==> config.mk <==
export PLATFORM = sky130hd
export DESIGN_NAME = char_transmitter_flat
export DESIGN_NICKNAME = d
export VERILOG_FILES = /design/src/rtl/char_transmitter_pkg.sv /design/src/rtl/char_transmitter_if.sv /design/src/rtl/char_transmitter_tx_fifo.sv /design/src/rtl/char_transmitter.sv /design/src/flat_wrapper.sv
export SDC_FILE = /design/constraint.sdc
export NUM_CORES = 1
export LEC_CHECK = 0
export ABC_AREA = 0
export BUFFER_PORTS_ARGS = -buffer_cell sky130_fd_sc_hd__buf_2
export CAP_MARGIN = 10
export CORE_MARGIN = 5
export CORE_UTILIZATION = 30
export CTS_CLUSTER_DIAMETER = 120
export DETAILED_ROUTE_END_ITERATION = 7
export SETUP_SLACK_MARGIN = 0.5
export SYNTH_ARGS = -nofsm -noshare
export SYNTH_HDL_FRONTEND = slang
export SYNTH_SLANG_ARGS = --single-unit
==> constraint.sdc <==
create_clock -name clk -period 6.26 [get_ports clk]
set_input_delay 0.626 -clock clk [delete_from_list [all_inputs] [get_ports clk]]
set_output_delay 0.626 -clock clk [all_outputs]
set_load 0.02 [all_outputs]
==> src/rtl/char_transmitter_pkg.sv <==
// Shared definitions for the character transmitter and receiver-side logic.
package char_transmitter_pkg;

  localparam int unsigned CHAR_W = 8;
  localparam logic [CHAR_W-1:0] NEWLINE_CHAR = 8'h7E;

  typedef enum logic [1:0] {
    IDLE  = 2'd0,
    START = 2'd1,
    DATA  = 2'd2,
    STOP  = 2'd3
  } tx_state_e;

endpackage

==> src/rtl/char_transmitter_if.sv <==
// Character enqueue handshake and transmitter status.
interface char_transmitter_if;
  import char_transmitter_pkg::*;

  logic [CHAR_W-1:0] char_in;
  logic              char_valid;
  logic              send_nl;
  logic              clr;
  logic              busy;
  logic              fifo_empty;
  logic              fifo_full;
  logic              overflow;

  modport master (
    output char_in, char_valid, send_nl, clr,
    input  busy, fifo_empty, fifo_full, overflow
  );

  modport slave (
    input  char_in, char_valid, send_nl, clr,
    output busy, fifo_empty, fifo_full, overflow
  );
endinterface

==> src/rtl/char_transmitter_tx_fifo.sv <==
// Circular character FIFO; clr flushes and overrides a same-cycle push.
module tx_fifo
  import char_transmitter_pkg::*;
#(
  parameter int unsigned DEPTH = 16
) (
  input  logic                       clk,
  input  logic                       reset,
  input  logic                       push,
  input  logic                       pop,
  input  logic                       clr,
  input  logic [CHAR_W-1:0]          wr_data,
  output logic [CHAR_W-1:0]          rd_data_c,
  output logic                       full,
  output logic                       empty,
  output logic [$clog2(DEPTH):0]     count
);

  localparam int unsigned AW = $clog2(DEPTH);
  localparam int unsigned CW = AW + 1;

  logic [CHAR_W-1:0] mem [DEPTH];
  logic [AW-1:0]     wr_ptr_q, rd_ptr_q;
  logic [CW-1:0]     count_q, count_d;
  logic              do_push, do_pop;

  // A push into a full FIFO still lands when the head is leaving this cycle.
  always_comb begin
    do_push = push && !clr && (!full || pop);
    do_pop  = pop && !clr && !empty;
    count_d = count_q;
    if (clr)
      count_d = '0;
    else if (do_push && !do_pop)
      count_d = count_q + CW'(1);
    else if (!do_push && do_pop)
      count_d = count_q - CW'(1);
  end

  always_ff @(posedge clk or posedge reset) begin
    if (reset) begin
      wr_ptr_q <= '0;
      rd_ptr_q <= '0;
      count_q  <= '0;
      full     <= 1'b0;
      empty    <= 1'b1;
    end else begin
      count_q <= count_d;
      full    <= (count_d == CW'(DEPTH));
      empty   <= (count_d == '0);
      if (clr) begin
        wr_ptr_q <= '0;
        rd_ptr_q <= '0;
      end else begin
        if (do_push) wr_ptr_q <= wr_ptr_q + AW'(1);
        if (do_pop)  rd_ptr_q <= rd_ptr_q + AW'(1);
      end
    end
  end

  always_ff @(posedge clk) begin
    if (do_push) mem[wr_ptr_q] <= wr_data;
  end

  assign rd_data_c = mem[rd_ptr_q];
  assign count     = count_q;

endmodule

==> src/rtl/char_transmitter.sv <==
// Queued 8N1 UART character transmitter with newline marker and flush.
module char_transmitter
  import char_transmitter_pkg::*;
#(
  parameter int unsigned CLK_FREQ = 100_000_000,
  parameter int unsigned BAUD     = 9600,
  parameter int unsigned DEPTH    = 16
) (
  input  logic                clk,
  input  logic                reset,
  char_transmitter_if.slave   tx_if,
  output logic                RsTx
);

  localparam int unsigned BIT_TICKS = CLK_FREQ / BAUD;
  localparam int unsigned TW        = $clog2(BIT_TICKS + 1);
  localparam int unsigned CW        = $clog2(DEPTH) + 1;

  tx_state_e         state_q, state_d;
  logic [TW-1:0]     tick_q, tick_d;
  logic [2:0]        bit_q, bit_d;
  logic [CHAR_W-1:0] shreg_q, shreg_d;
  logic              rs_tx_q, busy_q, overflow_q;

  logic              pop_c, wr_c, avail_c, tick_done_c;
  logic [CHAR_W-1:0] wr_data_c, head_c;
  logic              fifo_full, fifo_empty;
  logic [CW-1:0]     fifo_count;

  assign wr_c      = tx_if.char_valid || tx_if.send_nl;
  assign wr_data_c = tx_if.char_valid ? tx_if.char_in : NEWLINE_CHAR;

  tx_fifo #(.DEPTH(DEPTH)) u_fifo (
    .clk       (clk),
    .reset     (reset),
    .push      (wr_c),
    .pop       (pop_c),
    .clr       (tx_if.clr),
    .wr_data   (wr_data_c),
    .rd_data_c (head_c),
    .full      (fifo_full),
    .empty     (fifo_empty),
    .count     (fifo_count)
  );

  // A flush in the same cycle hides the queue so nothing new is started.
  assign avail_c     = (fifo_count != '0) && !tx_if.clr;
  assign tick_done_c = (tick_q == TW'(BIT_TICKS - 1));

  always_comb begin
    state_d = state_q;
    tick_d  = tick_q + TW'(1);
    bit_d   = bit_q;
    shreg_d = shreg_q;
    pop_c   = 1'b0;
    unique case (state_q)
      IDLE: begin
        tick_d = '0;
        bit_d  = '0;
        if (avail_c) begin
          pop_c   = 1'b1;
          shreg_d = head_c;
          state_d = START;
        end
      end
      START: begin
        if (tick_done_c) begin
          tick_d  = '0;
          bit_d   = '0;
          state_d = DATA;
        end
      end
      DATA: begin
        if (tick_done_c) begin
          tick_d  = '0;
          shreg_d = shreg_q >> 1;
          if (bit_q == 3'd7) begin
            bit_d   = '0;
            state_d = STOP;
          end else begin
            bit_d = bit_q + 3'd1;
          end
        end
      end
      STOP: begin
        if (tick_done_c) begin
          tick_d = '0;
          bit_d  = '0;
          if (avail_c) begin
            pop_c   = 1'b1;
            shreg_d = head_c;
            state_d = START;
          end else begin
            state_d = IDLE;
          end
        end
      end
      default: state_d = IDLE;
    endcase
  end

  always_ff @(posedge clk or posedge reset) begin
    if (reset) begin
      state_q <= IDLE;
      tick_q  <= '0;
      bit_q   <= '0;
      shreg_q <= '0;
    end else begin
      state_q <= state_d;
      tick_q  <= tick_d;
      bit_q   <= bit_d;
      shreg_q <= shreg_d;
    end
  end

  // Line and busy are registered from the current state, one cycle behind it.
  always_ff @(posedge clk or posedge reset) begin
    if (reset) begin
      rs_tx_q    <= 1'b1;
      busy_q     <= 1'b0;
      overflow_q <= 1'b0;
    end else begin
      unique case (state_q)
        START:   rs_tx_q <= 1'b0;
        DATA:    rs_tx_q <= shreg_q[0];
        default: rs_tx_q <= 1'b1;
      endcase
      busy_q <= (state_q != IDLE);
      if (wr_c && !tx_if.clr && fifo_full && !pop_c)
        overflow_q <= 1'b1;
    end
  end

  assign RsTx             = rs_tx_q;
  assign tx_if.busy       = busy_q;
  assign tx_if.fifo_empty = fifo_empty;
  assign tx_if.fifo_full  = fifo_full;
  assign tx_if.overflow   = overflow_q;

endmodule

==> src/flat_wrapper.sv <==
// flat-port wrapper written by rule: the top's interface ports become plain ports
module char_transmitter_flat import char_transmitter_pkg::*;
#(
  parameter int unsigned CLK_FREQ = 100_000_000,
  parameter int unsigned BAUD     = 9600,
  parameter int unsigned DEPTH    = 16
)
  (clk, reset, RsTx, tx_if_char_in, tx_if_char_valid, tx_if_send_nl, tx_if_clr, tx_if_busy, tx_if_fifo_empty, tx_if_fifo_full, tx_if_overflow);
  char_transmitter_if tx_if_i ();
  input  logic clk;
  input  logic reset;
  output logic RsTx;
  input wire logic [$bits(tx_if_i.char_in)-1:0] tx_if_char_in;
  input wire logic [$bits(tx_if_i.char_valid)-1:0] tx_if_char_valid;
  input wire logic [$bits(tx_if_i.send_nl)-1:0] tx_if_send_nl;
  input wire logic [$bits(tx_if_i.clr)-1:0] tx_if_clr;
  output wire logic [$bits(tx_if_i.busy)-1:0] tx_if_busy;
  output wire logic [$bits(tx_if_i.fifo_empty)-1:0] tx_if_fifo_empty;
  output wire logic [$bits(tx_if_i.fifo_full)-1:0] tx_if_fifo_full;
  output wire logic [$bits(tx_if_i.overflow)-1:0] tx_if_overflow;
  assign tx_if_i.char_in = tx_if_char_in;
  assign tx_if_i.char_valid = tx_if_char_valid;
  assign tx_if_i.send_nl = tx_if_send_nl;
  assign tx_if_i.clr = tx_if_clr;
  assign tx_if_busy = tx_if_i.busy;
  assign tx_if_fifo_empty = tx_if_i.fifo_empty;
  assign tx_if_fifo_full = tx_if_i.fifo_full;
  assign tx_if_overflow = tx_if_i.overflow;
  char_transmitter #(.CLK_FREQ(CLK_FREQ), .BAUD(BAUD), .DEPTH(DEPTH)) u_core (.clk(clk), .reset(reset), .tx_if(tx_if_i), .RsTx(RsTx));
endmodule
Word level (Yosys, flattened, before mapping)
Memory sizes are Yosys's and may differ from the RTL's.
Cells that the tools add are included.
{"block": "totals", "ff_bits": 45, "mem_bits_rw": 128, "output_inout_bits": 5, "word_cells": 91, "memories": 1}
{"memory": "u_core.u_fifo.mem", "words": 16, "word_bits": 8, "read_ports": 1, "rd_clocked_by_memory_dff": 0, "wr": 1, "line": "char_transmitter_tx_fifo.sv:22", "source": "logic [CHAR_W-1:0] mem [DEPTH];"}
{"block": "op_classes", "n_addsub": 6, "n_eq_ne": 12, "n_mux": 31, "n_reduce_logical": 29}
{"operator": "$mux 8", "n": 4}
{"operator": "$pmux 14 s2", "n": 1}
{"operator": "$pmux 8 s3", "n": 1}
{"operator": "$mux 4", "n": 4}
{"operator": "$mux 5", "n": 3}
{"operator": "$add 14x1->14 const B", "n": 1}
{"operator": "$eq 14x14->1 const B", "n": 1}
{"operator": "$mux 14", "n": 1}
{"operator": "$ne 2x1->1 const B", "n": 6}
{"operator": "$mux 2", "n": 5}
{"operator": "$logic_and 1x1->1", "n": 9}
{"operator": "$mux 3", "n": 3}
{"operator": "$pmux 3 s3", "n": 1}
{"operator": "$add 4x1->4 const B", "n": 2}
{"operator": "$pmux 2 s4", "n": 1}
{"operator": "$logic_not 1->1", "n": 6}
{"operator": "$reduce_bool 2->1", "n": 3}
{"operator": "$add 5x1->5 const B", "n": 1}
{"operator": "$eq 5x5->1 const B", "n": 1}
{"operator": "$logic_not 5->1", "n": 1}
{"operator": "$mux 1", "n": 5}
{"operator": "$reduce_and 5->1", "n": 1}
{"operator": "$reduce_bool 5->1", "n": 1}
{"operator": "$sub 5x1->5 const B", "n": 1}
{"operator": "12 further kinds", "n": 15}

Longest topological paths before layout
Gate-level depths: netlist of the first run.
{"block": "depth", "word_depth": 13, "depth_mapped": 10, "ltp_nobuf": 9}

Hierarchy
From an unflattened synthesis of the first run, not the netlist that was laid out.
{"block": "unflattened", "hier_cells": 476, "hier_area_um2": 7619.8}
{"module": "tx_fifo", "n_inst": 1, "cells_each": 320, "area_per_inst_um2": 5980.7, "seq_area_each_um2": 4220.3}
{"module": "char_transmitter", "n_inst": 1, "cells_each": 156, "area_per_inst_um2": 1639.1, "seq_area_each_um2": 752.0}

Least setup slack after synthesis of the first run
Ideal clock, no wire load.
{"block": "synth_timing", "kind": "input to register", "startpoint": "input port tx_if_clr", "endpoint": "register u_core.u_fifo.full", "setup_time_ps": 80, "arrival_ps": 2359, "t_required_ps": 6180, "setup_slack_ps": 3821, "cell_stages": 8, "n_path_buf": 1, "path_cell_list": "buf_4 o21ba_4 or4_4 a2111oi_4 mux2i_1 a211oi_2 o2111ai_1 nor3b_2"}
{"block": "synth_via", "elab_chain_cells": 13}
{"item": "from (decl)", "line": "flat_wrapper.sv:16", "source": "input wire logic [$bits(tx_if_i.clr)-1:0] tx_if_clr;"}
{"item": "$logic_not 1->1", "line": "char_transmitter_tx_fifo.sv:29, char_transmitter_tx_fifo.sv:30, char_transmitter.sv:47"}
{"item": "$logic_and 1x1->1", "line": "char_transmitter.sv:47", "source": "assign avail_c = (fifo_count != '0) && !tx_if.clr;"}
{"item": "$mux 1", "line": "char_transmitter.sv:60, char_transmitter.sv:89"}
{"item": "$mux 1", "line": "char_transmitter.sv:86", "source": "if (tick_done_c) begin"}
{"item": "$pmux 1 s2", "line": "char_transmitter.sv:56", "source": "unique case (state_q)"}
{"item": "$logic_or 1x1->1", "line": "char_transmitter_tx_fifo.sv:29", "source": "do_push = push && !clr && (!full || pop);"}
{"item": "$logic_and 1x1->1", "line": "char_transmitter_tx_fifo.sv:29"}
{"item": "$logic_not 1->1", "line": "char_transmitter_tx_fifo.sv:36", "source": "else if (!do_push && do_pop)"}
{"item": "$logic_and 1x1->1", "line": "char_transmitter_tx_fifo.sv:36"}
{"item": "$mux 5", "line": "char_transmitter_tx_fifo.sv:36"}
{"item": "$mux 5", "line": "char_transmitter_tx_fifo.sv:34", "source": "else if (do_push && !do_pop)"}
{"item": "$mux 5 (*)", "line": "char_transmitter_tx_fifo.sv:32", "source": "if (clr)"}
{"item": "$eq 5x5->1 (*)", "line": "char_transmitter_tx_fifo.sv:49", "source": "full <= (count_d == CW'(DEPTH));"}
{"item": "to (signal assigned)", "line": "char_transmitter_tx_fifo.sv:49"}
{"item": "to (decl)", "line": "char_transmitter_tx_fifo.sv:14", "source": "output logic full,"}
Mark *: on every way between the ends. The rest lies on a longest branch, timed or not.
A chain may end at the register's enable or synchronous reset.

Worst setup path in the final report of the first run
{"block": "layout_timing", "startpoint": "register u_core.state_q[1]", "endpoint": "memory u_core.u_fifo.mem[9][5], enable pin"}
{"block": "layout_via", "elab_chain_cells": 6}
{"item": "from (decl)", "line": "char_transmitter.sv:19", "source": "tx_state_e state_q, state_d;"}
{"item": "from (signal assigned)", "line": "char_transmitter.sv:109", "source": "state_q <= state_d;"}
{"item": "$eq 2x2->1 or $logic_not 2->1 (tied branches)", "line": "char_transmitter.sv:56"}
{"item": "$pmux 1 s2 (*)", "line": "char_transmitter.sv:56"}
{"item": "$logic_or 1x1->1 (*)", "line": "char_transmitter_tx_fifo.sv:29"}
{"item": "$logic_and 1x1->1 (*)", "line": "char_transmitter_tx_fifo.sv:29"}
{"item": "$mux 1 (*)", "line": "char_transmitter_tx_fifo.sv:62", "source": "if (do_push) mem[wr_ptr_q] <= wr_data;"}
{"item": "$mux 1 (implied by the code) (*)", "line": "char_transmitter_tx_fifo.sv:62"}
{"item": "to (decl)", "line": "char_transmitter_tx_fifo.sv:22"}
Marked as above.

==> results of run 1 <==
power by group:
group	internal, uW	switching, uW	leakage, uW	total [uW]
Clock	570	486	0.000290	1060
Sequential	1250	11.7	0.00169	1270
Combinational	33.2	66.1	0.000983	99.3
Total	1860	563	0.00297	2420
cell usage in the layout, fill, tap and decap left out, drive strengths merged, types with 5 or more instances in the layout:
master,netlist,final
nand2,18,18
a21oi,16,16
and2,20,20
xor2,11,11
nor2,28,28
or2b,6,6
a22oi,7,7
mux4,19,19
nand4,5,5
mux2i,38,38
edfxtp,128,128
dfrtp,43,43
ha,16,16
clkinv,1,8
buf,11,18
xnor2,5,5
nand3,9,9
clkbuf,9,17
inv,23,29
o21ai,16,16
nor3,6,6
a221oi,14,14
per-stage QoR:
step           cell area, sq um  std cells  power, uW   util  setup WS (ns)
3_5_place_dp               8000        833       1390  0.320           3.43
3_3_place_gp               8000        833       1390  0.320           3.51
6_report                   8600        865       2420  0.344           3.39
5_1_grt                    8600        865       2500  0.344           3.26
2_1_floorplan              7590        505       1350      -           3.82
4_1_cts                    8600        865       2440  0.344           3.42
worst register-to-register path, stage by stage (launching register included):
cell      delay (ns)
dfrtp_1         0.41
ha_1            0.25
nor4bb_1        0.30
and4_1          0.32
o211ai_1        0.22
nor3b_1         0.53
and2_1          0.50
layout make-up:
| type | instances | area (sq um) | share of cell area |
|---|---|---|---|
| timing repair buffer | 18 | 92.6 | 0.0108 |
| sequential | 173 | 4970 | 0.578 |
| tap | 330 | 413 | 0.0480 |
| clock inverter | 15 | 176 | 0.0205 |
| clock buffer | 17 | 425 | 0.0495 |
| multi-input combinational | 288 | 2430 | 0.283 |
| inverter | 24 | 90.1 | 0.0105 |
worst paths after layout:
kind	startpoint	to	slack, ns	cells after the start
setup / recovery	u_core.state_q[1]	u_core.u_fifo.mem[9][5]	3.39	6
hold / removal	reset	u_core.u_fifo.count[4]	0.42	2
setup reg to reg	u_core.state_q[1]	u_core.u_fifo.mem[9][5]	3.39	6
hold reg to reg	u_core.tx_if.overflow	u_core.tx_if.overflow	0.48	1
max in group asynchronous	reset	u_core.u_fifo.rd_ptr_q[0]	5.18	2
min in group clk	u_core.tx_if.overflow	u_core.tx_if.overflow	0.48	1
Yosys cell counts, types with 5 or more instances:
master    number  area, sq um
a21oi_1       16         80.1
and2_1        18          113
or2b_1         6         45.0
nand3_1        9         45.0
mux4_2        19          428
o21ai_0       15         75.1
edfxtp_1     128         3840
xnor2_1        5         43.8
ha_1          16          200
buf_2          6         30.0
xor2_1        11         96.3
nor2_1        27          101
mux2i_1       38          380
nand4_1        5         31.3
inv_1         23         86.3
dfrtp_1       43         1080
a22oi_1        7         52.6
a221oi_1      14          123
clkbuf_1       9         33.8
nor3_1         5         25.0
nand2_1       18         67.6
cells by family after synthesis:
logic type | after synthesis
buffers and inverters | 44
adders and majority gates | 16
xor gates and xnor gates | 16
AOI/OAI and AO/OA | 75
muxes | 60
and+or+nand+nor | 121
DFF | 173
per-layer routing:
layer  GRT usage  share of wire  routed length, um
met5           0              0                  0
met3      0.0245          0.040                620
met1       0.146           0.45               7010
met4      0.0410          0.019                294
met2       0.183           0.49               7660
sequential cells by signal, summed over array words and instances, names as in the netlist, 2 cells and up:
register                count
u_core.state_q              2
u_core.u_fifo.wr_ptr_q      4
u_core.u_fifo.count         5
u_core.shreg_q              8
u_core.tick_q              14
u_core.u_fifo.rd_ptr_q      4
u_core.bit_q                3
u_core.u_fifo.mem         128
==> results.toml, run 1 <==
[clocking]
cts_resized = 0
cts_tree = "yes"
clock_latency_ns = 0.43
cts_max_level = 4
root_buffer = "clkbuf_16"
cts_made_buffers = 17
numClockSinks = 173
cts_buffer_depth = 2
clk_pin_slew_ns = 0.07
postCtsSetupRepairBufs = 0
cts_hold_buf = 0

[placed_design]
portBuffers = 17
place_congestion = 0.847
dp_hpwl_um = 10500

[worst_setup_path]
slowest_delay_ns = 0.53
path_cells = "ha_1 -> nor4bb_1 -> and4_1 -> o211ai_1 -> nor3b_1 -> and2_1"
required_ns = 6.34
cp_max_fo = 8
crit_family = "simple AND/OR/NAND/NOR gates"
critPathKind = "reg2reg"
end_kind = "register"
crit_path_top_delay_cell = "nor3b_1"
critPathLaunchType = "register"
path_buf_inv = 0
crit_arrival_ns = 2.95

[synthesis]
syn-cell-area_sq_um = 7590
synthDistinctLibCells = 65
synth_compound_area_frac = 0.0724
synth_cells = 505
ys_async_sr_fraction = 0.260
synth_top_family_by_area = "multiplexers"
synth-adder-area-share = 0.0264
synth_edf_count = 128
yosys_warnings = 0
yosysSeqAreaShare = 0.655
synthSimpleGateAreaFrac = 0.0922
synthXorXnorAreaFrac = 0.0185
synth-seq-cells = 173
synth.net_count = 534
muxShareOfSynthArea = 0.111
ys.flop_type = "edfxtp_1"
avgSynthCellArea_sq_um = 15.0

[run_status]
status = "completed"

[pwr]
max-vdd-ir-drop_uv = 191
p_per_area_nw_per_um2 = 281
leakagePower_uw = 0.00297

[timing]
whs_ns = 0.418
relSlewSlack = 0.345
worst_pin_slew_ns = 0.983
hold_viol_final = 0
period_share = 0.458
drv_slew = 0
layout_min_cycle_time_ns = 2.87
clock.fmax_mhz = 349
skew_ns = 0.0129
setup_viol = 0
fin_tns_setup_ns = 0
rsz0062_at_grt = "false"

[grt]
grt_overflow_total = 0
grt_max_degree = 51
antenna_found_initial = 0
grt_usage = 0.112
grt_pass1_vias = 4281
grt_pass1_wl_um = 24300

[final_layout]
syn_to_final_growth_pct = 13.4
drive_above_1_share = 0.166
fill_cells = 2408
nNetsFinal = 551
n_antenna_cell = 0

[route]
postRouteAntennaNets = 0
drt-total-wl_um = 15600
drt-wirelength-per-cell_um = 18.0
drt_iter0_drc = 372
vias = 4234
drcViolationCount = 0
first_pass_iters = 4
avgViaCountPerCell = 4.89

[floorplanning]
ios = 18
core_sq_um = 25000
die-area_sq_um = 28600
initial_core_util = 0.303
die_x_um = 169
die_h_um = 169
rows = 58

[worst_hold_path]
hp-class = "in2async"

[run]
maxCapViolCount = 0
Note: power is estimated with default switching activity, not from simulation.
==> inputs of run 2 (changes only) <==
- ABC_AREA: 0 -> 1
- clock period: 6.26 -> 2.81 ns (I/O delays scaled with it)
==> run 2 against run 1 <==
Design area up 4.1%. First-iteration DRC count grew 21%. Synthesized area decreased by 0.18%. Synthesized cell count grew 35%. Worst hold slack lost 0.23 ns. Fmax is 31% higher. Via count grew 24%. Final cell count rose by 24%. Routed wire length rose by 16%. Critical endpoint is now u_core.shreg_q[0].
==> results.toml, run 2 <==
[run_status]
status = "completed"

[synthesis]
synth_edf_count = 128
synth.net_count = 713
synth_commonest_cells = "edfxtp_1 (128), nand2_1 (115), nor2_1 (70)"
ys.flop_type = "edfxtp_1"
synth-seq-cells = 173
yosysSeqAreaShare = 0.657
synth_top_area_share = 0.508
avgSynthCellArea_sq_um = 11.1
syn-cell-area_sq_um = 7570
synthDistinctLibCells = 37
yosysMostFrequentCell = "edfxtp_1"
yosys_warnings = 0
synth_cells = 684
ys_async_sr_fraction = 0.260
synthTopCellsByArea = "edfxtp_1 (51%), dfrtp_1 (14%), nand2_1 (5.7%)"
synth_area_leader_cell = "edfxtp_1"

[timing]
hold_viol_final = 0
layout_min_cycle_time_ns = 2.18
drv_slew = 0
clock.fmax_mhz = 458
period_share = 0.777
skew_ns = 0.00913
fin_tns_setup_ns = 0
rsz0062_at_grt = "false"
worst_pin_slew_ns = 0.790
relSlewSlack = 0.472
setup_viol = 0

[placed_design]
place_congestion = 0.843
portBuffers = 17
dp_hpwl_um = 11900

[grt]
grt_pass1_wl_um = 28500
grt_max_degree = 68
antenna_found_initial = 0
grt_usage = 0.129
grt_overflow_total = 0
grt_pass1_vias = 5103

[pwr]
leakagePower_uw = 0.00346
p_per_area_nw_per_um2 = 800
total_power_uw = 7160
max-vdd-ir-drop_uv = 450

[final_layout]
largest_register = "u_core.u_fifo.mem"
fill_cells = 2464
top_regs = "u_core.u_fifo.mem x128, u_core.tick_q x14, u_core.shreg_q x8"
syn_to_final_growth_pct = 18.2
largest_reg_flops = 128
final_cell_mix = "edfxtp_1 (128), nand2_1 (109), nor2_1 (65)"
nNetsFinal = 761
drive_above_1_share = 0.176
multiInputGateArea_sq_um = 2290
n_antenna_cell = 0
final_common_cell = "edfxtp_1"
seq_area_sq_um = 4970

[clocking]
cts_max_level = 4
numClockSinks = 173
cts_tree = "yes"
clock_latency_ns = 0.43
cts_made_buffers = 17
cts_buffer_depth = 2
root_buffer = "clkbuf_16"
clk_pin_slew_ns = 0.06

[floorplanning]
core_sq_um = 25000
ios = 18
die-area_sq_um = 28500
die_x_um = 169
initial_core_util = 0.302
rows = 58
die_h_um = 169

[route]
drt-total-wl_um = 18000
vias = 5247
first_pass_iters = 5
avgViaCountPerCell = 4.88
drt-wirelength-per-cell_um = 16.8
postRouteAntennaNets = 0
drcViolationCount = 0
drt_iter0_drc = 450

[worst_setup_path]
cp_max_fo = 10
critPathKind = "reg2reg"
r2r_cells = 7
reg2reg_setup_slack_ns = 0.63
critPathLaunchType = "register"
crit_arrival_ns = 2.53
reg2reg_to = "u_core.shreg_q[0]"
end_kind = "register"
required_ns = 3.15
reg2reg_from = "u_core.u_fifo.rd_ptr_q[2]"

[run]
maxCapViolCount = 0

[worst_hold_path]
hold-path-cell-count = 4
whs_endpoint = "u_core.u_fifo.wr_ptr_q[0]"
hp-class = "in2reg"
hold_start = "tx_if_clr"
==> run 2: cell families (layout without fill, tap and decap cells) <==
logic type	after synthesis	after routing	synth area share
flip-flops	173	173	0.657
XOR/XNOR	5	5	0.00578
buffers and inverters	90	151	0.0484
adder cells (fa/ha/maj)	16	16	0.0264
AND/OR/NAND/NOR	264	264	0.161
AO/OA/AOI/OAI	136	136	0.102
==> run 2: worst max path at each step <==
stage / depth (start not counted) / to / slack (ns) / from
after floorplan: 17 / u_core.u_fifo.mem[15][0] / 0.38 / u_core.u_fifo.count[0]
after CTS: 16 / u_core.u_fifo.mem[7][0] / 0.51 / u_core.tick_q[0]
after global placement: 18 / u_core.u_fifo.mem[7][7] / 0.40 / u_core.u_fifo.count[0]
after detailed placement: 18 / u_core.u_fifo.mem[7][4] / 0.34 / u_core.u_fifo.count[0]
after global routing: 18 / u_core.u_fifo.mem[15][0] / 0.48 / u_core.u_fifo.count[0]
final: 7 / u_core.shreg_q[0] / 0.63 / u_core.u_fifo.rd_ptr_q[2]
==> run 2: worst max-delay path, stage by stage, from the launching register on <==
cell and delay [ns]:
dfrtp_1 0.43, nand2_1 0.34, a21oi_1 0.12, a221oi_1 0.52
o21ai_0 0.22, a21oi_1 0.27, a21oi_1 0.07, o21ai_1 0.13
==> run 2: cell type report <==
cell class / count / area share
Tap cell: 330 / 0.0461
Inverter: 64 / 0.0287
Timing Repair Buffer: 55 / 0.0449
Clock inverter: 15 / 0.0218
Sequential cell: 173 / 0.556
Clock buffer: 17 / 0.0475
Multi-Input combinational cell: 421 / 0.255
==> run 2: per-layer routing <==
layer  vias up  part of all wire  track usage
met1      2573              0.44        0.173
met5         -                 0            0
li1       2485                 -            -
met4         0             0.025       0.0501
met3        27             0.049       0.0215
met2       162              0.48        0.209
==> run 2: metrics by stage <==
step / instances / hold slack (ns) / utilization / instance area (sq um) / worst slack, ns
3_5_place_dp: 1031 / 0.408 / 0.326 / 8170 / 0.344
2_1_floorplan: 684 / 0.433 / - / 7570 / 0.383
3_3_place_gp: 1031 / 0.402 / 0.326 / 8170 / 0.402
6_report: 1075 / 0.183 / 0.358 / 8950 / 0.628
5_1_grt: 1075 / 0.226 / 0.358 / 8950 / 0.478
4_1_cts: 1068 / 0.167 / 0.353 / 8840 / 0.514
==> run 2: power breakdown <==
part	internal, uW	switching (uW)
Combinational	519	1090
Sequential	2970	122
Clock	1490	978
==> run 2: timing repair <==
item                                    CTS  global route
setup buffers                             4             7
pin swaps                                 3             6
hold buffers                              1             0
gates cloned                              0             0
hold endpoints to repair                 27             0
resized for setup                         5            19
endpoints found under the setup margin  126           128
